==> src/rtl/ir_err_gen.sv <==
// ir_err_gen: sequences the eight IR line-sensor conversions through the shared
// A2D, forms a weighted right-minus-left error, shifts it down by 4 and saturates
// it to 11-bit signed for the PID error path.
//
// Ports:
//   clk, rst_n    clock, asynchronous active-low reset
//   go            enable; low aborts any round and holds the block idle
//   cnv_cmplt     A2D conversion-done pulse
//   res[11:0]     A2D result (unsigned), valid with cnv_cmplt
//   strt_cnv      one-cycle A2D start request
//   chnnl[2:0]    A2D channel select, stable from strt_cnv to cnv_cmplt
//   IR_en         IR emitter enable
//   err_sat[10:0] saturated signed error
//   err_vld       one-cycle strobe: err_sat / line_present updated
//   line_present  some reading in the last completed round exceeded LINE_THRES
module ir_err_gen #(
    parameter int unsigned PERIOD     = 4096,
    parameter int unsigned SETTLE_CYC = 256,
    parameter logic [11:0] LINE_THRES = 12'h400
) (
    input  logic        clk,
    input  logic        rst_n,
    input  logic        go,
    input  logic        cnv_cmplt,
    input  logic [11:0] res,
    output logic        strt_cnv,
    output logic [2:0]  chnnl,
    output logic        IR_en,
    output logic [10:0] err_sat,
    output logic        err_vld,
    output logic        line_present
);

    localparam int unsigned PW = (PERIOD > 1) ? $clog2(PERIOD) : 1;
    localparam int unsigned SW = (SETTLE_CYC > 1) ? $clog2(SETTLE_CYC) : 1;
    localparam int unsigned AW = 18;
    localparam int unsigned TW = 14;

    localparam logic [PW-1:0] PRD_MAX    = PW'(PERIOD - 1);
    localparam logic [SW-1:0] SETTLE_MAX = SW'(SETTLE_CYC - 1);

    localparam logic signed [TW-1:0] T_MAX = 14'sd1023;
    localparam logic signed [TW-1:0] T_MIN = -14'sd1024;

    localparam logic [2:0] IDLE   = 3'd0;
    localparam logic [2:0] SETTLE = 3'd1;
    localparam logic [2:0] REQ    = 3'd2;
    localparam logic [2:0] WAIT   = 3'd3;
    localparam logic [2:0] DONE   = 3'd4;

    logic [2:0]           state, state_nxt;
    logic [PW-1:0]        prd, prd_nxt;
    logic [SW-1:0]        settle, settle_nxt;
    logic signed [AW-1:0] acc, acc_nxt;
    logic                 line, line_nxt;
    logic [2:0]           chnnl_nxt;
    logic                 strt_nxt, ir_en_nxt, vld_nxt, lp_nxt;
    logic [10:0]          err_nxt;

    logic                 start;
    logic [AW-1:0]        mag;
    logic signed [TW-1:0] t;
    logic [10:0]          sat;

    // Round may start only from IDLE once the period counter has saturated.
    assign start = (state == IDLE) && go && (prd == PRD_MAX);

    // Reading weighted by its pair index; sign applied at accumulation.
    assign mag = AW'(res) << chnnl[2:1];

    // acc >>> 4 taken as a slice keeps the floor semantics of the shift.
    assign t   = acc[AW-1:4];
    assign sat = (t > T_MAX) ? 11'h3FF :
                 (t < T_MIN) ? 11'h400 : t[10:0];

    // State and registered outputs.
    always_ff @(posedge clk or negedge rst_n) begin
        if (!rst_n) begin
            state        <= IDLE;
            prd          <= '0;
            settle       <= '0;
            acc          <= '0;
            line         <= 1'b0;
            chnnl        <= '0;
            strt_cnv     <= 1'b0;
            IR_en        <= 1'b0;
            err_sat      <= '0;
            err_vld      <= 1'b0;
            line_present <= 1'b0;
        end else begin
            state        <= state_nxt;
            prd          <= prd_nxt;
            settle       <= settle_nxt;
            acc          <= acc_nxt;
            line         <= line_nxt;
            chnnl        <= chnnl_nxt;
            strt_cnv     <= strt_nxt;
            IR_en        <= ir_en_nxt;
            err_sat      <= err_nxt;
            err_vld      <= vld_nxt;
            line_present <= lp_nxt;
        end
    end

    // Next-state and next-output logic.
    always_comb begin
        state_nxt  = state;
        prd_nxt    = prd;
        settle_nxt = settle;
        acc_nxt    = acc;
        line_nxt   = line;
        chnnl_nxt  = chnnl;
        strt_nxt   = 1'b0;
        vld_nxt    = 1'b0;
        ir_en_nxt  = IR_en;
        err_nxt    = err_sat;
        lp_nxt     = line_present;

        if (!go || start) begin
            prd_nxt = '0;
        end else if (prd != PRD_MAX) begin
            prd_nxt = prd + PW'(1);
        end

        case (state)
            IDLE: begin
                if (start) begin
                    state_nxt  = SETTLE;
                    acc_nxt    = '0;
                    line_nxt   = 1'b0;
                    chnnl_nxt  = '0;
                    settle_nxt = '0;
                    ir_en_nxt  = 1'b1;
                end
            end
            SETTLE: begin
                if (settle == SETTLE_MAX) begin
                    state_nxt = REQ;
                    strt_nxt  = 1'b1;
                end else begin
                    settle_nxt = settle + SW'(1);
                end
            end
            REQ: begin
                state_nxt = WAIT;
            end
            WAIT: begin
                if (cnv_cmplt) begin
                    acc_nxt  = chnnl[0] ? (acc + $signed(mag)) : (acc - $signed(mag));
                    line_nxt = line | (res > LINE_THRES);
                    if (chnnl == 3'd7) begin
                        state_nxt = DONE;
                    end else begin
                        chnnl_nxt = chnnl + 3'd1;
                        state_nxt = REQ;
                        strt_nxt  = 1'b1;
                    end
                end
            end
            DONE: begin
                err_nxt   = sat;
                lp_nxt    = line;
                vld_nxt   = 1'b1;
                ir_en_nxt = 1'b0;
                state_nxt = IDLE;
            end
            default: begin
                state_nxt = IDLE;
                ir_en_nxt = 1'b0;
            end
        endcase

        // Abort: discard the round, keep the last published results.
        if (!go) begin
            state_nxt = IDLE;
            ir_en_nxt = 1'b0;
            strt_nxt  = 1'b0;
            vld_nxt   = 1'b0;
            err_nxt   = err_sat;
            lp_nxt    = line_present;
        end
    end

endmodule
==> config.mk <==
export PLATFORM = sky130hd
export DESIGN_NAME = ir_err_gen
export DESIGN_NICKNAME = d
export VERILOG_FILES = /design/src/rtl/ir_err_gen.sv
export SDC_FILE = /design/constraint.sdc
export NUM_CORES = 1
export LEC_CHECK = 0
export ABC_AREA = 0
export ABC_CLOCK_PERIOD_IN_PS = 4000
export BUFFER_PORTS_ARGS = -buffer_cell sky130_fd_sc_hd__buf_2
export CORE_MARGIN = 2
export CORE_UTILIZATION = 55
export CTS_CLUSTER_SIZE = 30
export DETAILED_ROUTE_END_ITERATION = 6
export PLACE_DENSITY = 0.88
export SLEW_MARGIN = 20
export SYNTH_ARGS = -nofsm -noshare
export SYNTH_HDL_FRONTEND = slang
export SYNTH_SLANG_ARGS = --single-unit
==> constraint.sdc <==
create_clock -name clk -period 4 [get_ports clk]
set_input_delay 0.6 -clock clk [delete_from_list [all_inputs] [get_ports clk]]
set_output_delay 0.6 -clock clk [all_outputs]
set_load 0.1 [all_outputs]
==> run metrics <==
EDFF count, synth=0; RSZ-0062 raised after global routing=yes; Leakage=2.286 nW; DP Wirelength=7253 um; GR met3 Demand/Resource=4.481%; clock root cell=clkbuf_8; commonest non-fill, non-tap cell in the layout=nand2_1; Residual DRC=0; Post-synth top flop=dfrtp_1; Total Routing Usage GR=25.10%; fin util=66.32%; peak supply drop=0.2533 mV; ANT nets after route=0; Syn Std Cell Area=4156 um2; via/cell ratio=5.992; vias in the first global route=3704; Avg Cell Area, Syn=8.448 um2; Max Freq=258.1 MHz; first-pass GRT wire length=16910 um; largest net degree at the start of global routing=47; Initial DRT Pass Iterations=5; CP endpoint kind=flop; final hold vios=0; Pwr Total=2.976 mW; met1 Track Usage GR=29.82%; GR peak layer=met2; port bufs=33; r2r endpoint=acc[17]; io pins=34; crit-path max FO=7; final WL=10110 um; CTS tree=done; Yosys top cell area share=36.12%; Yosys reg bits=60; die area=8268 um2; Final period util=96.86%; nets=581; row cnt=31; Clock Tree Buf Depth=2; total vias in the final route=3871; WP data required=4280 ps; die extent in x=90.93 um; die height=90.93 um; initial drt markers=284; P&R area growth vs syn=16.35%; WHS=252.6 ps; H-tree depth=3; post-route non-filler standard cell count=646; Net Count, Synth=531; clk slew on worst S/H paths=70 ps; FF-to-FF path depth=14; placed instance count=628; CTS Buf Count=9; clock latency on the worst-skew pair=350 ps; grt met2 use=44.38%; Yosys cell types=53; Initial Util=57.00%; WS Path Type=reg2reg; R2R Setup Slk=130 ps; share of layout cells above drive strength 1=18.46%; Slew Viols, Final=0; CP Launch Type=flop; register area share after synthesis=36.12%; synth warn=0; worst clock skew=10.28 ps; Synth area leaders=dfrtp_1, ha_1, nand2_1, o21ai_0, nor2_1; setup violators final=0; r2r startpoint=chnnl[2]; area leader, netlist=dfrtp_1; ys async rst share=100.0%; drt wl/cell=15.65 um; Pwr per Cell Area=615.4 nW/um2; Slew headroom=51.29%; global route overflow=0; core area=7292 um2; Slew @ Worst Pin=730.7 ps; outcome=completed; RD Place Congestion=0.9918; most frequent cells in the layout=nand2_1, dfrtp_1, nor2_1; Tightest Hold Check Type=in2async; Max-Cap Viols=0; crit path time final=3874 ps; Cells after Synth=492; CTS sink count=60; Antenna diodes=0; initial antenna violation count=0; CP arrival=4160 ps
-- kinds of logic after synthesis --
logic type / count (synthesis) / share of synthesized area (%)
buf+inv: 34 / 3.251
compound gates: 126 / 19.12
xor+xnor: 34 / 7.164
flops: 60 / 36.12
simple gates: 193 / 21.49
mux: 22 / 5.750
fa+ha+maj: 23 / 7.104
-- layer usage --
layer,up-vias,part of all wire (%)
li1,1852,-
met5,-,0
met2,121,52
met4,0,2.9
met3,30,4.3
met1,1868,41
-- cells in the mapped netlist, types with 4 or more instances --
library cell and n:
nor2b_1 8, a21o_1 6, nor2_1 50, nand2_1 71
dfrtp_1 60, clkbuf_1 13, and2_1 4, nor3b_1 5
xor2_1 20, mux2i_1 10, nand3_1 23, o211ai_1 6
a31oi_1 8, or3_1 5, mux2_2 10, inv_1 15
ha_1 22, nor3_1 5, o21ai_0 42, and3_1 6
o22ai_1 8, a21oi_1 29, xnor2_1 14
-- critical path, cell delays in order (launching register included) --
cell	delay, ps
dfrtp_4	520
mux2_4	320
or4_4	530
a2111oi_4	450
nand3_1	140
nor2_1	120
nor2_1	60
xnor2_1	200
ha_1	280
and3_2	260
nand3_1	80
o21ba_2	170
or4b_1	500
nand3_1	100
a31o_1	100
-- registers in the layout, indices dropped and copies added, names as in the netlist, 3 cells and up --
register / flops
chnnl: 3
err_sat: 11
settle: 8
acc: 18
state: 3
prd: 12
-- power by group --
| part | internal, mW | switching, mW |
|---|---|---|
| Combinational | 0.676 | 0.852 |
| Clock | 0.365 | 0.245 |
| Sequential | 0.704 | 0.135 |
| Total | 1.75 | 1.23 |
-- worst max path at each step --
stage | from | end | cells past startpoint
after detailed placement | res[3] | acc[15] | 15
after floorplan | chnnl[2] | acc[17] | 19
after global routing | chnnl[2] | acc[17] | 15
after CTS | chnnl[2] | acc[17] | 14
final | chnnl[2] | acc[17] | 14
after global placement | res[3] | acc[17] | 15
-- through the flow --
step	setup slack (ps)	cell area, um2	setup TNS (ps)
floorplan	-37.98	4204	-37.98
global route	-17.80	4836	-17.80
global placement	40.79	4572	0
finish	125.6	4836	0
CTS	25.71	4788	0
detailed placement	-61.29	4572	-161.6
-- cell type report --
type                            instances  area (um2)
Sequential cell                        60        1509
Clock buffer                           11       141.4
Clock inverter                          5       75.07
Timing Repair Buffer                   58       359.1
Fill cell                             574        2456
Tap cell                               99       123.9
Multi-Input combinational cell        398        2571
Inverter                               15       56.30
-- what timing repair did --
item                                    CTS  global route
hold buffers                              0             0
resized for setup                         0             9
buffers inserted                          0             2
endpoints found under the setup margin    0             5
Power figures use the tool's default switching activity.
